===== src/rtl/gap_argmax.sv =====
`default_nettype none
// ============================================================================
// Module   : gap_argmax
// Brief    : Global-average-pool over a pixel-major channel stream followed by
//            a sequential argmax that reports the winning class and its score.
// Revision : 1.0  initial release
// ============================================================================
module gap_argmax #(
    parameter int DATA_W    = 16,
    parameter int CHANNELS  = 8,
    parameter int POOL_SIZE = 64
) (
    input  logic                        clk,
    input  logic                        rst,
    input  logic                        start,
    input  logic                        in_valid,
    output logic                        in_ready,
    input  logic [DATA_W-1:0]           in_data,
    output logic                        busy,
    output logic                        done,
    output logic [$clog2(CHANNELS)-1:0] class_idx,
    output logic [DATA_W-1:0]           class_score
);

    localparam int c_shift = $clog2(POOL_SIZE);
    localparam int c_acc_w = DATA_W + c_shift;
    localparam int c_ch_w  = $clog2(CHANNELS);

    localparam logic [c_ch_w-1:0]  c_last_ch = c_ch_w'(CHANNELS - 1);
    localparam logic [c_shift-1:0] c_last_px = c_shift'(POOL_SIZE - 1);

    typedef enum logic [1:0] {
        S_IDLE   = 2'd0,
        S_ACCUM  = 2'd1,
        S_ARGMAX = 2'd2,
        S_DONE   = 2'd3
    } state_t;

    state_t                     r_state;
    logic signed [c_acc_w-1:0]  r_acc [CHANNELS];
    logic [c_ch_w-1:0]          r_ch;
    logic [c_shift-1:0]         r_px;
    logic [c_ch_w-1:0]          r_k;
    logic [c_ch_w-1:0]          r_best_idx;
    logic signed [DATA_W-1:0]   r_best_score;

    logic                       w_beat;
    logic signed [c_acc_w-1:0]  w_sample;
    logic signed [DATA_W-1:0]   w_avg;
    logic                       w_take;
    logic [c_ch_w-1:0]          w_next_idx;
    logic signed [DATA_W-1:0]   w_next_score;

    assign in_ready = (r_state == S_ACCUM);
    assign busy     = (r_state == S_ACCUM) || (r_state == S_ARGMAX);
    assign w_beat   = in_valid && (r_state == S_ACCUM);

    // Sign-extend the incoming sample to accumulator width.
    assign w_sample = {{c_shift{in_data[DATA_W-1]}}, in_data};

    // Taking the upper DATA_W bits of the sum is an arithmetic shift right by
    // log2(POOL_SIZE), i.e. a floor average; the dropped top bits are pure
    // sign extension because the sum of POOL_SIZE samples always fits.
    assign w_avg = r_acc[r_k][c_acc_w-1:c_shift];

    // Channel 0 seeds the running best; later channels win only when strictly
    // greater, so ties settle on the lowest index.
    assign w_take       = (r_k == '0) || (w_avg > r_best_score);
    assign w_next_idx   = w_take ? r_k   : r_best_idx;
    assign w_next_score = w_take ? w_avg : r_best_score;

    // Frame control, accumulation, argmax scan and result registers.
    always_ff @(posedge clk or posedge rst) begin
        if (rst) begin
            r_state      <= S_IDLE;
            r_ch         <= '0;
            r_px         <= '0;
            r_k          <= '0;
            r_best_idx   <= '0;
            r_best_score <= '0;
            done         <= 1'b0;
            class_idx    <= '0;
            class_score  <= '0;
            for (int i = 0; i < CHANNELS; i++) begin
                r_acc[i] <= '0;
            end
        end else begin
            done <= 1'b0;
            if (start) begin
                // A new frame always wins, abandoning any frame in progress.
                r_state <= S_ACCUM;
                r_ch    <= '0;
                r_px    <= '0;
                r_k     <= '0;
                for (int i = 0; i < CHANNELS; i++) begin
                    r_acc[i] <= '0;
                end
            end else begin
                case (r_state)
                    S_IDLE: begin
                        r_state <= S_IDLE;
                    end
                    S_ACCUM: begin
                        if (w_beat) begin
                            r_acc[r_ch] <= r_acc[r_ch] + w_sample;
                            if (r_ch == c_last_ch) begin
                                r_ch <= '0;
                                r_px <= r_px + c_shift'(1);
                                if (r_px == c_last_px) begin
                                    r_state <= S_ARGMAX;
                                    r_k     <= '0;
                                end
                            end else begin
                                r_ch <= r_ch + c_ch_w'(1);
                            end
                        end
                    end
                    S_ARGMAX: begin
                        r_best_idx   <= w_next_idx;
                        r_best_score <= w_next_score;
                        if (r_k == c_last_ch) begin
                            class_idx   <= w_next_idx;
                            class_score <= w_next_score;
                            done        <= 1'b1;
                            r_state     <= S_DONE;
                        end else begin
                            r_k <= r_k + c_ch_w'(1);
                        end
                    end
                    S_DONE: begin
                        r_state <= S_IDLE;
                    end
                    default: begin
                        r_state <= S_IDLE;
                    end
                endcase
            end
        end
    end

endmodule
`default_nettype wire


===== config.mk =====
export PLATFORM = sky130hd
export DESIGN_NAME = gap_argmax
export DESIGN_NICKNAME = d
export VERILOG_FILES = /design/src/rtl/gap_argmax.sv
export SDC_FILE = /design/constraint.sdc
export NUM_CORES = 1
export LEC_CHECK = 0
export ABC_AREA = 0
export CAP_MARGIN = 0
export CORE_UTILIZATION = 55
export CTS_BUF_LIST = sky130_fd_sc_hd__clkbuf_16
export CTS_CLUSTER_DIAMETER = 40
export DETAILED_ROUTE_END_ITERATION = 7
export GPL_ROUTABILITY_DRIVEN = 0
export PLACE_DENSITY = 0.8
export SLEW_MARGIN = 20
export SYNTH_ARGS = -nofsm -noshare
export SYNTH_HDL_FRONTEND = slang
export SYNTH_SLANG_ARGS = --single-unit

===== constraint.sdc =====
create_clock -name clk -period 12.3 [get_ports clk]
set_input_delay 2.46 -clock clk [delete_from_list [all_inputs] [get_ports clk]]
set_output_delay 2.46 -clock clk [all_outputs]
set_load 0.01 [all_outputs]

==> metrics.txt, run 1 <==
CP arrival 5380 ps; CTS clk-pin slew, worst paths 50 ps; share of layout cells above drive strength 1 13.22%; # IOs 42; Crit Path Max Fanout 8; r2r endpoint r_best_score[11]$_DFFE_PP0P_; Fin. Hold Viols 0; Setup violations, final 0; worst hold path class flip-flop to flip-flop; cts hold-fix bufs 0; WHS Endpoint class_score[2]$_DFFE_PP0P_; FF+latch count, synth 229; max-slew violation count 0; antenna violations before repair 1; RR Startpoint r_k[0]$_DFFE_PP0P_; PortBufs 41; initial DRC count 1115; synthesized area 12460 um2; wire length per cell 24.12 um; most frequent cells in the layout 228 x dfrtp_1, 130 x nand2_1, 87 x a22o_1, 84 x a22oi_1, 68 x o21ai_0; Clk network pwr share 36.5%; outcome complete, but fails checks; Max Cap Violations 0; Post-synth EDFFs 0; fin util 64.76%; Leakage 6.300 nW; Ys Warns 0; sequential share of power 32.6%; Vias/cell 6.849; die width 152.5 um; CTS Root Cell clkbuf_16; most common cell after layout, fill and taps aside dfrtp_1; vias in the first global route 10190; nets@finish 1261; Distinct cells, synth 67; area of the core 22030 um2; H-tree levels 2; HP Start class_score[2]$_DFFE_PP0P_; Req. time, crit path 12710 ps; clk_lat worst skew 510 ps; global route overflow 0; post-route clock period utilization 40.40%; kind of critical path input pin to flip-flop; leading area contributor after synthesis dfrtp_1; syn nets 1244; Slowest-stage cell, CP mux2i_1; RSZ-0062 raised after global routing false; Num CTS Buffers 36; Hold Crit Depth 2; CP most frequent cell and3_1; top_reg_cell synth dfrtp_1; Largest stage delay, worst path 720 ps; Bufs and invs on worst path 1; Final ANT Viol Nets 0; post-synthesis cell count 1178; Int Pwr 1.737 mW; Worst Setup End Kind flip-flop; critical path's top delay family compound AO/OA/AOI/OAI gates; Peak VDD IR 0.1333 mV; routed wire length 36.16 mm; Synth top area share 45.98%; P_sw 942.1 uW; Sw Ratio 35.17%; # DRC 10; slew margin rel. 21.91%; post-cts sizing count 0; CTS tree done; first-pass GRT wire length 57.30 mm; Sink Count 229; ys async rst share 100.0%; Syn Area/Cell 10.58 um2; CP startpoint kind input pin; final instance area 14260 um2; Setup Skew 19.95 ps; HPWL after DPL 21.19 mm; Layout Area Growth over Synthesis 14.46%; cell count of the worst reg-to-reg path 11; Setup TNS 0 ps; FF-to-FF setup slack 7430 ps; Synth area leaders dfrtp_1 46%, a22o_1 6.1%, mux4_2 5.8%; combinational share of power 31.0%; Initial Util 56.58%; worst path cell trace clkdlybuf4s50_1, ha_1, and3_1, and3_1, o21ai_0, a31oi_2, mux2i_1, nand3_1, a21oi_1; Tmin final 4970 ps; drt first pass iters 8; Highest Clock Rate 201.2 MHz; Worst-Margin Slew 1171 ps; failing checks design-rule violations; # rows 54; Seq/Total Area, Yosys 45.98%; overall routing resource usage 31.72%; Max Buffers Root-to-Sink 3; placed cell area 13080 um2; vias 10270; die area 23260 um2; largest net degree at the start of global routing 150; Die Y 152.5 um; Post-CTS Setup Inserts 0; pwr/cell area 187.8 nW/um2
[worst max path at each step]
stage                     from                       end  slack [ps]  cells after the start
global placement    in_data[4]    r_acc[169]$_DFFE_PP0P_        6940                      9
detailed placement  in_data[0]    r_acc[172]$_DFFE_PP0P_        6890                     11
global route        in_data[4]    r_acc[125]$_DFFE_PP0P_        7110                      9
CTS                 in_data[4]    r_acc[125]$_DFFE_PP0P_        7400                      9
floorplan                  rst  class_idx[0]$_DFFE_PP0P_        3560                      1
finish              in_data[7]     r_acc[17]$_DFFE_PP0P_        7330                      9
[worst register-to-register path, delay by kind of cell (launching register included)]
| kind | cells | cell delay (ps) |
|---|---|---|
| DFF | 1 | 340 |
| AOI/OAI and AO/OA | 2 | 460 |
| adders and majority gates | 1 | 330 |
| and+or+nand+nor | 4 | 1660 |
| muxes | 3 | 1370 |
| buffers and inverters | 1 | 590 |
[cell families after synthesis]
kind of cell / after synthesis / share of synthesized area [%]
buffers and inverters: 118 / 3.865
xor gates and xnor gates: 21 / 1.536
and+or+nand+nor: 299 / 11.38
AOI/OAI and AO/OA: 368 / 20.91
adders and majority gates: 46 / 4.679
DFF: 229 / 45.98
muxes: 97 / 11.65
[routing by layer]
layer	GRT usage [%]	part of all wire (%)	wire length, um	vias up
li1	-	-	-	4458
met1	40.91	38	13920	5019
met2	49.68	46	16500	653
met3	9.044	11	3993	137
met4	14.96	4.8	1740	0
met5	0	0	0	-
[sequential cells by signal, indices dropped and copies added, names as in the netlist]
name	count
r_acc	176
r_ch	3
r_best_score	16
r_k	3
class_score	16
r_best_idx	3
r_px	6
r_state	2
done	1
class_idx	3
[metrics by stage]
| stage | instances | hold slack, ps | setup slack (ps) | power (mW) |
|---|---|---|---|---|
| 5_1_grt | 1498 | 494.1 | 7111 | 2.801 |
| 4_1_cts | 1497 | 480.3 | 7398 | 2.664 |
| 3_5_place_dp | 1436 | 469.4 | 6888 | 1.683 |
| 3_3_place_gp | 1436 | 460.0 | 6936 | 1.662 |
| 6_report | 1499 | 472.2 | 7330 | 2.679 |
| 2_1_floorplan | 1178 | 450.7 | 3564 | 1.451 |
[Yosys cell counts (3+ instances only)]
cell type and number:
o21bai_1 5, xor2_1 7, xnor2_1 13, dfrtp_1 229, a21o_1 14, and2_1 10
nor2b_1 6, ha_1 45, a31oi_1 3, nand3_1 22, o21a_1 3, nor4_1 4
nor3_1 8, mux4_2 32, nand2_1 130, a211oi_1 12, a32o_1 6, o31ai_1 4
and3_1 22, mux2_2 24, mux2_4 10, nor2_1 52, a22oi_1 84, nor4b_1 4
o21ai_0 68, nand4_1 24, a22o_1 87, inv_1 33, nand3b_1 3, a21oi_1 56
o211ai_1 6, clkbuf_1 70, and4_1 3, buf_2 3, mux2i_1 31, buf_1 7
[power by group through the flow]
stage	Sequential, mW	Combinational (mW)	Clock (mW)
2_1_floorplan	0.863	0.588	0
3_3_place_gp	0.878	0.784	0
3_5_place_dp	0.880	0.803	0
4_1_cts	0.870	0.811	0.983
5_1_grt	0.879	0.905	1.02
6_report	0.872	0.830	0.977
[cell type report]
cell class | instances | area [um2]
timing repair buffer | 63 | 583.1
sequential | 229 | 5732
fill | 1704 | 7762
tap | 280 | 350.3
antenna | 1 | 2.502
inverter | 34 | 140.1
multi-input combinational | 831 | 6307
clock inverter | 24 | 222.7
clock buffer | 37 | 925.9
(Power assumes the default switching activity.)
==> run 2: changes to the inputs <==
Clock period 12.3 ns to 5 ns, I/O delays scaled along.
==> metrics.txt, run 2 (synthesized netlist as in run 1, its figures left out) <==
worst path cell trace buf_4, mux4_2, mux2_2, ha_1, nand4_1, nor4_1, a21boi_2, o21bai_1, a32oi_2, buf_4, mux2i_1, o21ai_0; Crit Path Max Fanout 24 (+16); Max Buffers Root-to-Sink 3 (unchanged); pwr/cell area 472.3 nW/um2 (+150%); largest net degree at the start of global routing 113 (-25%); Sink Count 229 (unchanged); Num CTS Buffers 36 (unchanged); most frequent cells in the layout 228 x dfrtp_1, 130 x nand2_1, 87 x a22o_1, 84 x a22oi_1, 68 x o21ai_0; Slowest-stage cell, CP dfrtp_1; critical path's top delay family multiplexers; CTS Root Cell clkbuf_16; Leakage 6.390 nW (+1.4%); Req. time, crit path 5340 ps (-7370 ps); antenna violations before repair 0 (-1); number of flip-flops in the largest register 176 (unchanged); cts hold-fix bufs 0 (unchanged); CP Launch Point r_k[1]$_DFFE_PP0P_; RR Startpoint r_k[1]$_DFFE_PP0P_; Final ANT Viol Nets 0 (unchanged); Bufs and invs on worst path 2 (+1); Layout Area Growth over Synthesis 16.07%; Post-CTS Setup Inserts 0 (unchanged); overall routing resource usage 32.68% (+0.96 points); Peak VDD IR 0.3081 mV (+130%); Die Y 152.5 um (unchanged); wire length per cell 24.82 um (+2.9%); nets@finish 1267 (+0.48%); max-slew violation count 0 (unchanged); post-cts sizing count 0 (unchanged); # rows 54 (unchanged); CP startpoint kind flip-flop; outcome complete, but fails checks; first-pass GRT wire length 58.58 mm (+2.2%); CP arrival 4820 ps (-560 ps); placed cell area 13200 um2 (+0.85%); HP Start class_score[7]$_DFFE_PP0P_; n_diodes 0 (-1); kind of critical path flip-flop to flip-flop; die area 23260 um2 (unchanged); Highest Clock Rate 223.0 MHz; die width 152.5 um (unchanged); HPWL after DPL 22.70 mm (+7.1%); hold_ws 473.0 ps (+0.8590 ps); failing checks design-rule violations; Tmin final 4485 ps; Worst-Margin Slew 1201 ps (+29.59 ps); # DRC 6 (-4); Max Cap Violations 0 (unchanged); area of the core 22030 um2 (unchanged); biggest registers after layout r_acc (176), class_score (16), r_best_score (16); Setup Skew 23.67 ps (+3.713 ps); CP most frequent cell buf_4; Worst Setup End Kind flip-flop; global route overflow 0 (unchanged); non-filler instance count after layout 1509 (+0.67%); share of layout cells above drive strength 1 14.00% (+0.78 points); routed wire length 37.45 mm (+3.6%); Most flops, register r_acc; worst hold path class flip-flop to flip-flop; drt first pass iters 8 (unchanged); # IOs 42 (unchanged); Initial Util 56.58% (unchanged); H-tree levels 2 (unchanged); slew margin rel. 19.64% (-2.3 points); vias in the first global route 10480 (+2.9%); RSZ-0062 raised after global routing false; final instance area 14470 um2 (+1.4%); CTS clk-pin slew, worst paths 50 ps (about the same); post-route clock period utilization 89.71%; Setup TNS 0 ps (unchanged); most common cell after layout, fill and taps aside dfrtp_1; Fin. Hold Viols 0 (unchanged); Placed Cells incl. Taps 1443 (+0.49%); Setup violations, final 0 (unchanged); CTS tree done; Largest stage delay, worst path 800 ps (+80 ps); vias 10520 (+2.5%); clk_lat worst skew 530 ps (+20 ps); PortBufs 41 (unchanged); Vias/cell 6.971 (+1.8%); power consumption 6.831 mW (+160%); initial DRC count 1186 (+6.4%)
## run 2: cell types whose count changed in the layout (fill, tap and decap cells not counted), moves of 3 or more
cell,previous run,this run
clkinv_1,3,6
inv_6,3,6
inv_1,39,34
clkinv_2,1,5
bufinv_16,3,7
buf_12,1,5
## run 2: final timing paths
kind                                                to  slack (ps)  cells after the start
setup / recovery           class_score[13]$_DFFE_PP0P_         510                     12
hold / removal              class_score[7]$_DFFE_PP0P_         470                      2
setup reg to reg           class_score[13]$_DFFE_PP0P_         510                     12
hold reg to reg             class_score[7]$_DFFE_PP0P_         470                      2
max in group asynchronous       r_acc[136]$_DFFE_PP0P_        3030                      3
min in group asynchronous               done$_DFF_PP0_         960                      2
## run 2: layout make-up
type	count	area, um2
Timing Repair Buffer	69	678.2
Tap cell	280	350.3
Multi-Input combinational cell	831	6304
Inverter	34	131.4
Fill cell	1659	7561
Sequential cell	229	5732
Clock buffer	37	925.9
Clock inverter	29	344.1
## run 2: through the flow
step | util, % | worst slack [ps]
floorplan | - | 909.8
global placement | 59.91 | 744.9
detailed placement | 59.91 | 628.8
CTS | 65.67 | 559.5
global route | 65.67 | 374.3
finish | 65.67 | 514.7
## run 2: report_power, final
part	switching, mW	internal [mW]	total (mW)
Combinational	1.26	0.767	2.03
Clock	0.925	1.72	2.64
Sequential	0.150	2.01	2.16
Total	2.34	4.50	6.83
## run 2: worst reg2reg max path, delay by kind of cell (launching register included)
family,cells,cell delay [ps]
simple gates,2,580
compound gates,4,790
buf+inv,2,860
fa+ha+maj,1,310
mux,3,970
flops,1,800
## run 2: per-layer routing
metal | part of all wire [%] | track usage (%)
met1 | 38 | 41.15
met2 | 46 | 51.96
met3 | 11 | 7.651
met4 | 5.3 | 19.00
met5 | 0 | 0
